==> config.mk <==
export PLATFORM = sky130hd
export DESIGN_NAME = dp_seq_flat
export DESIGN_NICKNAME = d
export VERILOG_FILES = /design/src/rtl/dp_seq_if.sv /design/src/rtl/dp_seq.sv /design/src/flat_wrapper.sv
export SDC_FILE = /design/constraint.sdc
export NUM_CORES = 1
export LEC_CHECK = 0
export CAP_MARGIN = 20
export CORE_MARGIN = 2
export CORE_UTILIZATION = 30
export CTS_CLUSTER_DIAMETER = 100
export DETAILED_ROUTE_END_ITERATION = 10
export PLACE_DENSITY = 0.74
export SLEW_MARGIN = 20
export SYNTH_ARGS = -nofsm -noshare
export SYNTH_HDL_FRONTEND = slang
export SYNTH_SLANG_ARGS = --single-unit
==> constraint.sdc <==
create_clock -name i_clk -period 2.4 [get_ports i_clk]
set_input_delay 0.6 -clock i_clk [delete_from_list [all_inputs] [get_ports i_clk]]
set_output_delay 0.6 -clock i_clk [all_outputs]
set_load 0.005 [all_outputs]
==> src/rtl/dp_seq_if.sv <==
// Command channel between a command source and the dp_seq sequencer.
// One command moves on each clock edge where cmd_valid and cmd_ready are both high.
interface dp_seq_if;
  logic       cmd_valid;
  logic       cmd_ready;
  logic [1:0] cmd_op;
  logic [1:0] cmd_dst;
  logic [1:0] cmd_srca;
  logic [1:0] cmd_srcb;
  logic [1:0] cmd_alu;

  modport master (
    output cmd_valid, cmd_op, cmd_dst, cmd_srca, cmd_srcb, cmd_alu,
    input  cmd_ready
  );

  modport slave (
    input  cmd_valid, cmd_op, cmd_dst, cmd_srca, cmd_srcb, cmd_alu,
    output cmd_ready
  );
endinterface

==> src/rtl/dp_seq.sv <==
// Command sequencer for the 3-bit register-file datapath: latches one command
// per handshake and drives the mux, register-file and ALU controls cycle by cycle.
//
// state   | meaning
// --------+--------------------------------------------------------------
// S_IDLE  | waiting for a command; datapath idle, output forced to zero
// S_LOAD  | LOAD1/LOAD2/CLEAR: write in1/in2/zero into dst
// S_READ  | EXEC first cycle: read srca/srcb, ALU result on out
// S_WRITE | EXEC second cycle: write ALU result into dst
module dp_seq (
  input  logic       i_clk,
  input  logic       i_rst_n,
  dp_seq_if.slave    cmd,
  output logic [1:0] o_s1,
  output logic [1:0] o_wa,
  output logic       o_we,
  output logic [1:0] o_raa,
  output logic       o_rea,
  output logic [1:0] o_rab,
  output logic       o_reb,
  output logic [1:0] o_c,
  output logic       o_s2,
  output logic       o_res_valid,
  output logic       o_done,
  output logic       o_busy
);

  typedef enum logic [1:0] {
    S_IDLE  = 2'b00,
    S_LOAD  = 2'b01,
    S_READ  = 2'b10,
    S_WRITE = 2'b11
  } state_t;

  localparam logic [1:0] OP_LOAD1 = 2'b00;
  localparam logic [1:0] OP_LOAD2 = 2'b01;
  localparam logic [1:0] OP_CLEAR = 2'b10;
  localparam logic [1:0] OP_EXEC  = 2'b11;

  state_t     r_state;
  state_t     w_next;
  logic [1:0] r_op;
  logic [1:0] r_dst;
  logic [1:0] r_srca;
  logic [1:0] r_srcb;
  logic [1:0] r_alu;
  logic       w_accept;

  assign w_accept      = cmd.cmd_valid && (r_state == S_IDLE);
  assign cmd.cmd_ready = (r_state == S_IDLE);
  assign o_busy        = (r_state != S_IDLE);

  always_ff @(posedge i_clk or negedge i_rst_n) begin
    if (!i_rst_n) begin
      r_state <= S_IDLE;
      r_op    <= 2'b00;
      r_dst   <= 2'b00;
      r_srca  <= 2'b00;
      r_srcb  <= 2'b00;
      r_alu   <= 2'b00;
    end else begin
      r_state <= w_next;
      if (w_accept) begin
        r_op   <= cmd.cmd_op;
        r_dst  <= cmd.cmd_dst;
        r_srca <= cmd.cmd_srca;
        r_srcb <= cmd.cmd_srcb;
        r_alu  <= cmd.cmd_alu;
      end
    end
  end

  // Controls depend only on state and latched fields, never on cmd_* directly.
  always_comb begin
    w_next      = r_state;
    o_s1        = 2'b00;
    o_wa        = 2'b00;
    o_we        = 1'b0;
    o_raa       = 2'b00;
    o_rea       = 1'b0;
    o_rab       = 2'b00;
    o_reb       = 1'b0;
    o_c         = 2'b00;
    o_s2        = 1'b1;
    o_res_valid = 1'b0;
    o_done      = 1'b0;
    case (r_state)
      S_IDLE: begin
        if (w_accept) w_next = (cmd.cmd_op == OP_EXEC) ? S_READ : S_LOAD;
      end
      S_LOAD: begin
        o_we   = 1'b1;
        o_wa   = r_dst;
        o_done = 1'b1;
        case (r_op)
          OP_LOAD1: o_s1 = 2'b00;
          OP_LOAD2: o_s1 = 2'b01;
          default:  o_s1 = 2'b10;
        endcase
        w_next = S_IDLE;
      end
      S_READ: begin
        o_rea       = 1'b1;
        o_reb       = 1'b1;
        o_raa       = r_srca;
        o_rab       = r_srcb;
        o_c         = r_alu;
        o_s2        = 1'b0;
        o_res_valid = 1'b1;
        w_next      = S_WRITE;
      end
      S_WRITE: begin
        o_rea       = 1'b1;
        o_reb       = 1'b1;
        o_raa       = r_srca;
        o_rab       = r_srcb;
        o_c         = r_alu;
        o_s1        = 2'b11;
        o_we        = 1'b1;
        o_wa        = r_dst;
        o_s2        = 1'b0;
        o_res_valid = 1'b1;
        o_done      = 1'b1;
        w_next      = S_IDLE;
      end
      default: w_next = S_IDLE;
    endcase
  end

endmodule

==> src/flat_wrapper.sv <==
// flat-port wrapper written by rule: the top's interface ports become plain ports
module dp_seq_flat 
  (i_clk, i_rst_n, o_s1, o_wa, o_we, o_raa, o_rea, o_rab, o_reb, o_c, o_s2, o_res_valid, o_done, o_busy, cmd_cmd_valid, cmd_cmd_op, cmd_cmd_dst, cmd_cmd_srca, cmd_cmd_srcb, cmd_cmd_alu, cmd_cmd_ready);
  dp_seq_if cmd_i ();
  input  logic i_clk;
  input  logic i_rst_n;
  output logic [1:0] o_s1;
  output logic [1:0] o_wa;
  output logic o_we;
  output logic [1:0] o_raa;
  output logic o_rea;
  output logic [1:0] o_rab;
  output logic o_reb;
  output logic [1:0] o_c;
  output logic o_s2;
  output logic o_res_valid;
  output logic o_done;
  output logic o_busy;
  input wire logic [$bits(cmd_i.cmd_valid)-1:0] cmd_cmd_valid;
  input wire logic [$bits(cmd_i.cmd_op)-1:0] cmd_cmd_op;
  input wire logic [$bits(cmd_i.cmd_dst)-1:0] cmd_cmd_dst;
  input wire logic [$bits(cmd_i.cmd_srca)-1:0] cmd_cmd_srca;
  input wire logic [$bits(cmd_i.cmd_srcb)-1:0] cmd_cmd_srcb;
  input wire logic [$bits(cmd_i.cmd_alu)-1:0] cmd_cmd_alu;
  output wire logic [$bits(cmd_i.cmd_ready)-1:0] cmd_cmd_ready;
  assign cmd_i.cmd_valid = cmd_cmd_valid;
  assign cmd_i.cmd_op = cmd_cmd_op;
  assign cmd_i.cmd_dst = cmd_cmd_dst;
  assign cmd_i.cmd_srca = cmd_cmd_srca;
  assign cmd_i.cmd_srcb = cmd_cmd_srcb;
  assign cmd_i.cmd_alu = cmd_cmd_alu;
  assign cmd_cmd_ready = cmd_i.cmd_ready;
  dp_seq u_core (.i_clk(i_clk), .i_rst_n(i_rst_n), .cmd(cmd_i), .o_s1(o_s1), .o_wa(o_wa), .o_we(o_we), .o_raa(o_raa), .o_rea(o_rea), .o_rab(o_rab), .o_reb(o_reb), .o_c(o_c), .o_s2(o_s2), .o_res_valid(o_res_valid), .o_done(o_done), .o_busy(o_busy));
endmodule
==> out/qor.csv <==
stage;metric;value;unit
outcome;status;completed;
power;peak supply drop;0.3159;mV
timing;# setup viols final;0;
layout;design area;957.2;sq um
drt;wire per inst;13.18;microns
yosys;Syn Nets;61;
clock_network;H-tree Lvls;1;
place;DP HPWL;1.022;mm
drt;ANT nets after route;0;
yosys;Synth Instances;48;
critical_path;CP Cell Sequence;or2_2 -> inv_1 -> clkdlybuf4s50_1;
critical_path;data arrival time of the worst path;1.69;ns
critical_path;worst reg2reg setup slack;0.99;ns
timing;Worst-Margin Slew;0.5419;ns
clock_network;CTS root buffer;clkbuf_4;
place;dpl cell area;920.9;sq um
layout;post-route insts no fill;103;
power;P_sw;0.2387;mW
drt;via count;457;
timing;Final Max Slew Viols;0;
layout;layout cells sized above 1;0.2895;
hold_path;hold path depth;1;
timing;unrepaired setup endpoints after global routing;no;
timing;endpoints failing hold;0;
timing;PnR worst setup slack;0.1141;ns
run;maxcap violations;0;
critical_path;RR Startpoint;u_core.r_state[1]$_DFFE_PN0P_;
timing;Max-slew headroom;0.6376;
power;Pleak;0.4120;nW
hold_path;Min-Delay Endpoint;u_core.r_alu[0]$_DFFE_PN0P_;
critical_path;cell family with most CP delay;buffers and inverters;
clock_network;CTS sink count;12;
yosys;Synth Cell Area;624.3;sq um
place;Final GP Congestion;0.6632;
timing;Max Freq;437.5;MHz
power;Clk pwr share;0.181;
clock_network;setup bufs post-CTS;0;
power;Pwr Density;926.5;nW/um^2
critical_path;Setup Crit Path Kind;register to primary output;
critical_path;WP depth;3;
layout;FF/Latch Area;300.3;sq um
layout;commonest non-fill, non-tap cell in the layout;clkdlybuf4s50_1;
drt;Initial DRC Count;4;
yosys;Distinct cells, synth;17;
clock_network;Hold Buf Count CTS;0;
layout;most frequent cells in the layout;clkdlybuf4s50_1 (30), dfrtp_1 (12), mux2_4 (10);
critical_path;Critical Path RT;1.80;ns
floorplanning;Initial Utilization;0.3182;
timing;worst clock skew;0.001850;ns
global_route;largest net degree at the start of global routing;14;
floorplanning;chip height;49.62;microns
drt;drt first pass iters;2;
floorplanning;row count;16;
clock_network;CTS tree;done;
critical_path;Bufs and invs on worst path;2;
yosys;Syn Area/Cell;13.01;sq um
place;Port Buffers;30;
clock_network;worst skew pair latency;0.27;ns
timing;final worst path period share;0.9525;
clock_network;Reg clk slew, reported paths;0.08;ns
critical_path;crit path max fanout;13;
critical_path;critical path's slowest cell;dfrtp_1;
place;pre-CTS setup slack;0.4075;ns
layout;antenna cells;0;
critical_path;startpoint types;register;
power;Int Pwr;0.6481;mW
place;placed cells;99;
drt;Residual DRC;0;
global_route;first-pass GRT wire length;2.256;mm
critical_path;Critical R2R Capture;u_core.r_srca[0]$_DFFE_PN0P_;
critical_path;R2R cell count;3;
yosys;Yosys top cell by area;dfrtp_1;
global_route;grt ovf;0;
clock_network;cts repair resizes;0;
floorplanning;I/O Pins;31;
floorplanning;DIE WIDTH;49.62;microns
power;sequential share of power;0.388;
yosys;top post-synthesis cells by area;dfrtp_1 (48%), mux2_4 (24%), and2_1 (6.0%), buf_4 (3.6%), and2_2 (2.4%);
yosys;Syn. warnings;0;
floorplanning;die area;2462;sq um
hold_path;Worst Hold Class;register to register;
clock_network;cts bufs inserted;3;
timing;total negative setup slack;0;ns
power;Sw Share;0.2691;
global_route;overall global routing resource usage;0.1236;
layout;footprint of the multi-input gates;271.5;sq um
timing;hold slack;0.5064;ns
yosys;Synth Register Bits;12;
timing;clock period minus worst slack;2.286;ns
hold_path;min-delay src;u_core.r_alu[0]$_DFFE_PN0P_;
power;combinational share of power;0.431;
drt;final WL;1.358;mm
global_route;antenna violations before repair;0;
yosys;top cell type's share of synthesized area;0.4810;
drt;Vias/cell;4.437;
critical_path;Critical Path End Type;primary output;
layout;fin nets;90;
layout;Layout fillers;189;
global_route;vias in the first global route;459;
yosys;sequential area share after synthesis;0.4810;
layout;Area growth syn-to-layout;53.31;%
clock_network;clock buffer depth;2;
critical_path;Crit path largest cell delay;0.51;ns
floorplanning;CORE AREA;1962;sq um
-- state kept, by name (all words and copies together) (netlist names) --
register        flops
u_core.r_srca       2
u_core.r_dst        2
u_core.r_state      2
u_core.r_op         2
u_core.r_alu        2
u_core.r_srcb       2
-- power by group through the flow --
stage | clock [mW] | combinational [mW] | sequential [mW]
floorplan | 0 | 0.233 | 0.315
global placement | 0 | 0.379 | 0.340
detailed placement | 0 | 0.385 | 0.345
CTS | 0.162 | 0.387 | 0.343
global route | 0.175 | 0.412 | 0.354
finish | 0.161 | 0.382 | 0.344
-- Yosys cell counts --
cell	n
and2_2	2
inv_2	1
or2_2	1
a21bo_2	1
dfrtp_1	12
buf_4	3
inv_1	1
a21boi_2	1
a21oi_1	2
buf_6	1
and2_1	6
mux2_4	10
o21a_1	1
nor3b_2	1
clkbuf_1	3
nand3_1	1
nand2b_1	1
-- stage by stage --
step / utilization / power, mW
4_1_cts: 0.4879 / 0.8925
3_5_place_dp: 0.4694 / 0.7299
5_1_grt: 0.4879 / 0.9410
3_3_place_gp: 0.4694 / 0.7191
6_report: 0.4879 / 0.8868
2_1_floorplan: - / 0.5483
-- routing by layer --
layer,track usage,part of all wire,vias to the layer above
met5,0,0,-
met4,0.05556,0.022,0
met3,0.03636,0.062,4
met2,0.2022,0.47,21
met1,0.1489,0.45,220
li1,-,-,212
-- area by class of cell --
class | instances | area share
Tap cell | 27 | 0.03529
Sequential cell | 12 | 0.3137
Multi-Input combinational cell | 27 | 0.2837
Clock buffer | 4 | 0.03791
Inverter | 2 | 0.007843
Timing Repair Buffer | 31 | 0.3216
-- cells by family after synthesis --
group	share of synthesized area
and+or+nand+nor	0.1323
DFF	0.4810
muxes	0.2405
buffers and inverters	0.08415
AOI/OAI and AO/OA	0.06213
-- worst max path at each step --
stage / from / endpoint / slack [ns]
3_5_place_dp: u_core.r_state[1]$_DFFE_PN0P_ / cmd_cmd_ready / 0.41
3_3_place_gp: u_core.r_state[1]$_DFFE_PN0P_ / cmd_cmd_ready / 0.43
4_1_cts: u_core.r_state[1]$_DFFE_PN0P_ / cmd_cmd_ready / 0.10
2_1_floorplan: u_core.r_state[1]$_DFFE_PN0P_ / cmd_cmd_ready / 0.88
5_1_grt: u_core.r_state[1]$_DFFE_PN0P_ / cmd_cmd_ready / 0.04
6_report: u_core.r_state[1]$_DFFE_PN0P_ / cmd_cmd_ready / 0.11
-- worst register-to-register path: stages, from the launching register on --
cell     delay [ns]
dfrtp_1        0.51
nor3b_2        0.22
buf_4          0.25
mux2_4         0.32
(Power assumes the default switching activity.)
==> RTL change 1: new RTL, same flow settings <==
The 4 states of `state_t` get a Gray code encoding in 2 bits.
--- a/src/rtl/dp_seq.sv
+++ b/src/rtl/dp_seq.sv
@@ -28,8 +28,8 @@
   typedef enum logic [1:0] {
     S_IDLE  = 2'b00,
     S_LOAD  = 2'b01,
-    S_READ  = 2'b10,
-    S_WRITE = 2'b11
+    S_READ  = 2'b11,
+    S_WRITE = 2'b10
   } state_t;
 
   localparam logic [1:0] OP_LOAD1 = 2'b00;
Check against the original RTL: same outputs for any inputs over 10 cycles, from zero or initial values and one cycle with i_rst_n low; not proved beyond that.
==> RTL change 1 against the original RTL <==
  * Area after synthesis stayed put
  * Final area is 6.8% higher
  * Worst setup slack worse by 4.5 ps
  * Wire length is 4.3% lower
  * Sequential cell count stayed put
  * Critical path depth is 2 higher
  * Utilization is 3.3 points higher
Power is not compared: it rests on default switching activity, and its combinational part moved more than twofold at a synthesized area within 25%.
==> RTL change 1: results (changes against the original RTL) <==
qor: run_status.outcome finished, final reports clean [unchanged]
qor: placed_design.finalWeightedCongestion 0.7985 [was 0.6632]
qor: clock_network.clk-insertion-delay-late 280 ps
qor: min_path.hold_path_class register to register [unchanged]
qor: logic_synthesis.ys_top_cells_by_area dfrtp_1 48%, mux2_2 18%, ha_1 8.0% [was dfrtp_1 48%, mux2_4 24%, and2_1 6.0%]
qor: detailed_routing.wire_per_inst 11.50 µm [was 13.18 µm]
qor: placed_design.post_placement_cell_area 943.4 µm² [was 920.9 µm²]
qor: logic_synthesis.yosys-top-cells-count 12 x dfrtp_1, 10 x mux2_2, 5 x nor2b_1 [was 12 x dfrtp_1, 10 x mux2_4, 6 x and2_1, 3 x buf_4, 3 x clkbuf_1]
qor: clock_network.cts-buffers-inserted 3 [unchanged]
qor: placed_design.detailedPlace.worstSlack 214.6 ps [was 407.5 ps]
qor: critical_path.worstPathArrival 1690 ps [about the same]
qor: timing.final.min_clock_period 2290 ps [was 2286 ps]
qor: timing.finalClockSkew 7.377 ps [was 1.850 ps]
qor: clock_network.h_tree_lvls 1 [unchanged]
qor: logic_synthesis.netlist-cell-type-count 16 [was 17]
qor: detailed_routing.dr.max_layer_used met4 [unchanged]
qor: grt.global_route.usage.met3 2.424% [was 3.636%]
qor: clock_network.cts.repair_timing.setup_buffer_count 1 [was 0]
qor: cells_and_area.post_layout_nonfiller_instances 113 [was 103]
qor: grt.grt_max_degree 13 [was 14]
qor: logic_synthesis.syn-num-nets 70 [was 61]
qor: grt.grt_util_all_layers 12.63% [was 12.36%]
qor: detailed_routing.met2WireLength 680 µm [was 632 µm]
qor: clock_network.cts-root-buf clkbuf_4 [unchanged]
qor: logic_synthesis.yosysSeqAreaShare 48.10% [unchanged]
qor: cells_and_area.drive_above_1_share 26.74% [was 28.95%]
qor: power.ratio_of_total_power_to_cell_area 1288 nW/µm²
qor: detailed_routing.dr.first_iter.drc_count 1 [was 4]
qor: power.intPower 908.5 µW
qor: detailed_routing.met3_length 82 µm [was 84 µm]
qor: grt.grt_pass1_wl 2187 µm [was 2256 µm]
qor: timing.tightest_slew 536.9 ps [was 541.9 ps]
qor: cells_and_area.num-nets-final 104 [was 90]
qor: detailed_routing.drt-met1-wl 487 µm [was 610 µm]
qor: grt.first_global_vias 490 [was 459]
qor: placed_design.count_of_buffers_inserted_at_the_top_level_ports 30 [unchanged]
qor: power.power_clock 160 µW
qor: detailed_routing.num_vias 478 [was 457]
qor: grt.met2_usage 21.78% [was 20.22%]
qor: logic_synthesis.syn-mean-instance-area 11.78 µm² [was 13.01 µm²]
qor: logic_synthesis.synth_warnings 0 [unchanged]
qor: grt.gr-usage-met1 12.26% [was 14.89%]
qor: critical_path.biggest_fanout_along_the_worst_timing_path 4 [was 13]
qor: placed_design.placed_cells 108 [was 99]
qor: clock_network.post_cts.resized_instances 7 [was 0]
qor: placed_design.post-dp-hpwl 1063 µm [was 1022 µm]
qor: detailed_routing.drt_pass1_iterations 2 [unchanged]
## RTL change 1: cell types whose count changed after synthesis, moves of 3 or more
cell,change
mux2_4,-10
nor2_1,+4
mux2_2,+10
ha_1,+4
clkbuf_1,-3
nor2b_1,+5
inv_1,+3
and2_1,-4
## RTL change 1: cells by family (layout without fill, tap and decap cells)
| kind of cell | after synthesis | in the layout | synth area share [%] |
|---|---|---|---|
| multiplexers | 10 | 10 | 18.04 |
| buffers and inverters | 7 | 40 | 6.011 |
| AND/OR/NAND/NOR | 17 | 17 | 16.83 |
| AO/OA/AOI/OAI | 3 | 3 | 3.006 |
| adder cells (fa/ha/maj) | 4 | 4 | 8.016 |
| flip-flops | 12 | 12 | 48.10 |
## RTL change 1: path summary, 6_finish.rpt
| check | cells after the start | start | slack [ps] | end |
|---|---|---|---|---|
| worst max register to register | 4 | u_core.r_state[0] | 1120 | u_core.r_srca[1] |
| max in group asynchronous | 1 | i_rst_n | 1350 | u_core.r_state[1] |
| worst min-delay path | 1 | u_core.r_alu[0] | 500 | u_core.r_alu[0] |
| worst min register to register | 1 | u_core.r_alu[0] | 500 | u_core.r_alu[0] |
| worst max-delay path | 5 | u_core.r_state[0] | 110 | o_s1[1] |
| min in group asynchronous | 1 | i_rst_n | 670 | u_core.r_op[1] |
## RTL change 1: area by class of cell
class / instances / area, µm²
Tap cell: 27 / 33.78
Multi-Input combinational cell: 34 / 311.5
Timing Repair Buffer: 32 / 324.1
Clock buffer: 4 / 36.28
Fill cell: 201 / 939.7
Inverter: 4 / 15.01
Sequential cell: 12 / 301.5
## RTL change 1: critical path, cell delays in order, from the launching register on
cell and delay (ps):
dfrtp_1 420, buf_4 150, ha_1 200, a21oi_1 150, nor2b_1 60, clkdlybuf4s50_1 430
==> RTL change 2: new RTL, config.mk and constraints unchanged <==
Made on the original files. Reset style: synchronous (`i_rst_n`), changed in one clocked block.
--- a/src/rtl/dp_seq.sv
+++ b/src/rtl/dp_seq.sv
@@ -50,7 +50,7 @@
   assign cmd.cmd_ready = (r_state == S_IDLE);
   assign o_busy        = (r_state != S_IDLE);
 
-  always_ff @(posedge i_clk or negedge i_rst_n) begin
+  always_ff @(posedge i_clk) begin
     if (!i_rst_n) begin
       r_state <= S_IDLE;
       r_op    <= 2'b00;
Formal check against the unedited RTL: differs if i_rst_n is asserted again (counterexample within 4 cycles, from zero or initial values and one cycle with i_rst_n low); with i_rst_n held inactive, the same outputs for 10 cycles.
==> RTL change 2 against the original RTL <==
  * Largest cell class unchanged
  * Critical path type unchanged
  * Die area is the same
  * Worst setup slack better by 130 ps
  * Area after synthesis did not move
  * Critical endpoint unchanged
  * Sequential share of layout area down 5.8 points
  * Final area fell by 1.3%
  * Sequential cell count unchanged
  * Wire length up 2.3%
Power is not compared: it rests on default switching activity, and its combinational part moved more than twofold at a synthesized area within 25%.
==> RTL change 2: results (changes against the original RTL) <==
qor: critical_path.biggest_fanout_along_the_worst_timing_path 9 [was 13]
qor: detailed_routing.drt_pass1_iterations 4 [was 2]
qor: critical_path.timing.critical_path.slowest_cell_delay 490 ps [was 510 ps]
qor: cells_and_area.nMultiInputCombCells 48 [was 27]
qor: placed_design.placed_cells 121 [was 99]
qor: grt.grt_max_degree 22 [was 14]
qor: cells_and_area.share_of_cell_area_taken_by_multi_input_logic_gates 32.85% [was 28.37%]
qor: cells_and_area.final.signal_buffer_count 32 [was 31]
qor: placed_design.detailedPlace.worstSlack 395.0 ps [was 407.5 ps]
qor: detailed_routing.met2WireLength 643 µm [was 632 µm]
qor: detailed_routing.wire_per_inst 11.11 µm [was 13.18 µm]
qor: run_status.outcome finished, final reports clean [unchanged]
qor: logic_synthesis.netlist-cell-type-count 18 [was 17]
qor: grt.grt_util_all_layers 12.81% [was 12.36%]
qor: detailed_routing.drt-met1-wl 582 µm [was 610 µm]
qor: logic_synthesis.syn-num-nets 84 [was 61]
qor: logic_synthesis.netlist_area 624.3 µm² [unchanged]
qor: grt.met2_usage 20.89% [was 20.22%]
qor: timing.finalClockSkew 6.689 ps [was 1.850 ps]
qor: logic_synthesis.ys_top_cells_by_area dfxtp_1 38%, mux2i_1 16%, nand2_1 12% [was dfrtp_1 48%, mux2_4 24%, and2_1 6.0%]
qor: grt.gr-usage-met1 12.43% [was 14.89%]
qor: logic_synthesis.ys_dominant_reg_cell dfxtp_1 [was dfrtp_1]
qor: placed_design.finalWeightedCongestion 0.7746 [was 0.6632]
qor: placed_design.post_placement_cell_area 907.1 µm² [was 920.9 µm²]
qor: cells_and_area.seqAreaFraction 25.56% [was 31.37%]
qor: cells_and_area.drive_above_1_share 16.33% [was 28.95%]
qor: detailed_routing.met3_length 99 µm [was 84 µm]
qor: critical_path.cp_slowest_cell clkdlybuf4s50_1 [was dfrtp_1]
qor: cells_and_area.num-nets-final 112 [was 90]
## RTL change 2: cell types whose count changed in the layout (fill, tap and decap cells not counted), sizes merged
cell,unedited run,this run
nand2,0,20
buf,1,2
dfxtp,0,12
nand2b,1,2
mux2i,0,10
dfrtp,12,0
mux2,10,0
## RTL change 2: logic make-up after synthesis
family          synth area share, %
compound gates                5.612
buf+inv                       11.82
flops                         38.48
mux                           16.03
simple gates                  28.05
## RTL change 2: tightest hold or removal path: cells and delay by family (launching register included)
kind	cells	cell delay (ps)
multiplexers	1	50
flip-flops	1	310
AND/OR/NAND/NOR	1	50
## RTL change 2: path summary, 6_finish.rpt
check	startpoint	endpoint	slack [ps]	depth (start not counted)
worst min-delay path	u_core.r_srca[0]	u_core.r_srca[0]	460	2
worst max-delay path	u_core.r_state[0]	cmd_cmd_ready	240	3
worst max register to register	u_core.r_state[0]	u_core.r_dst[1]	1290	3
worst min register to register	u_core.r_srca[0]	u_core.r_srca[0]	460	2
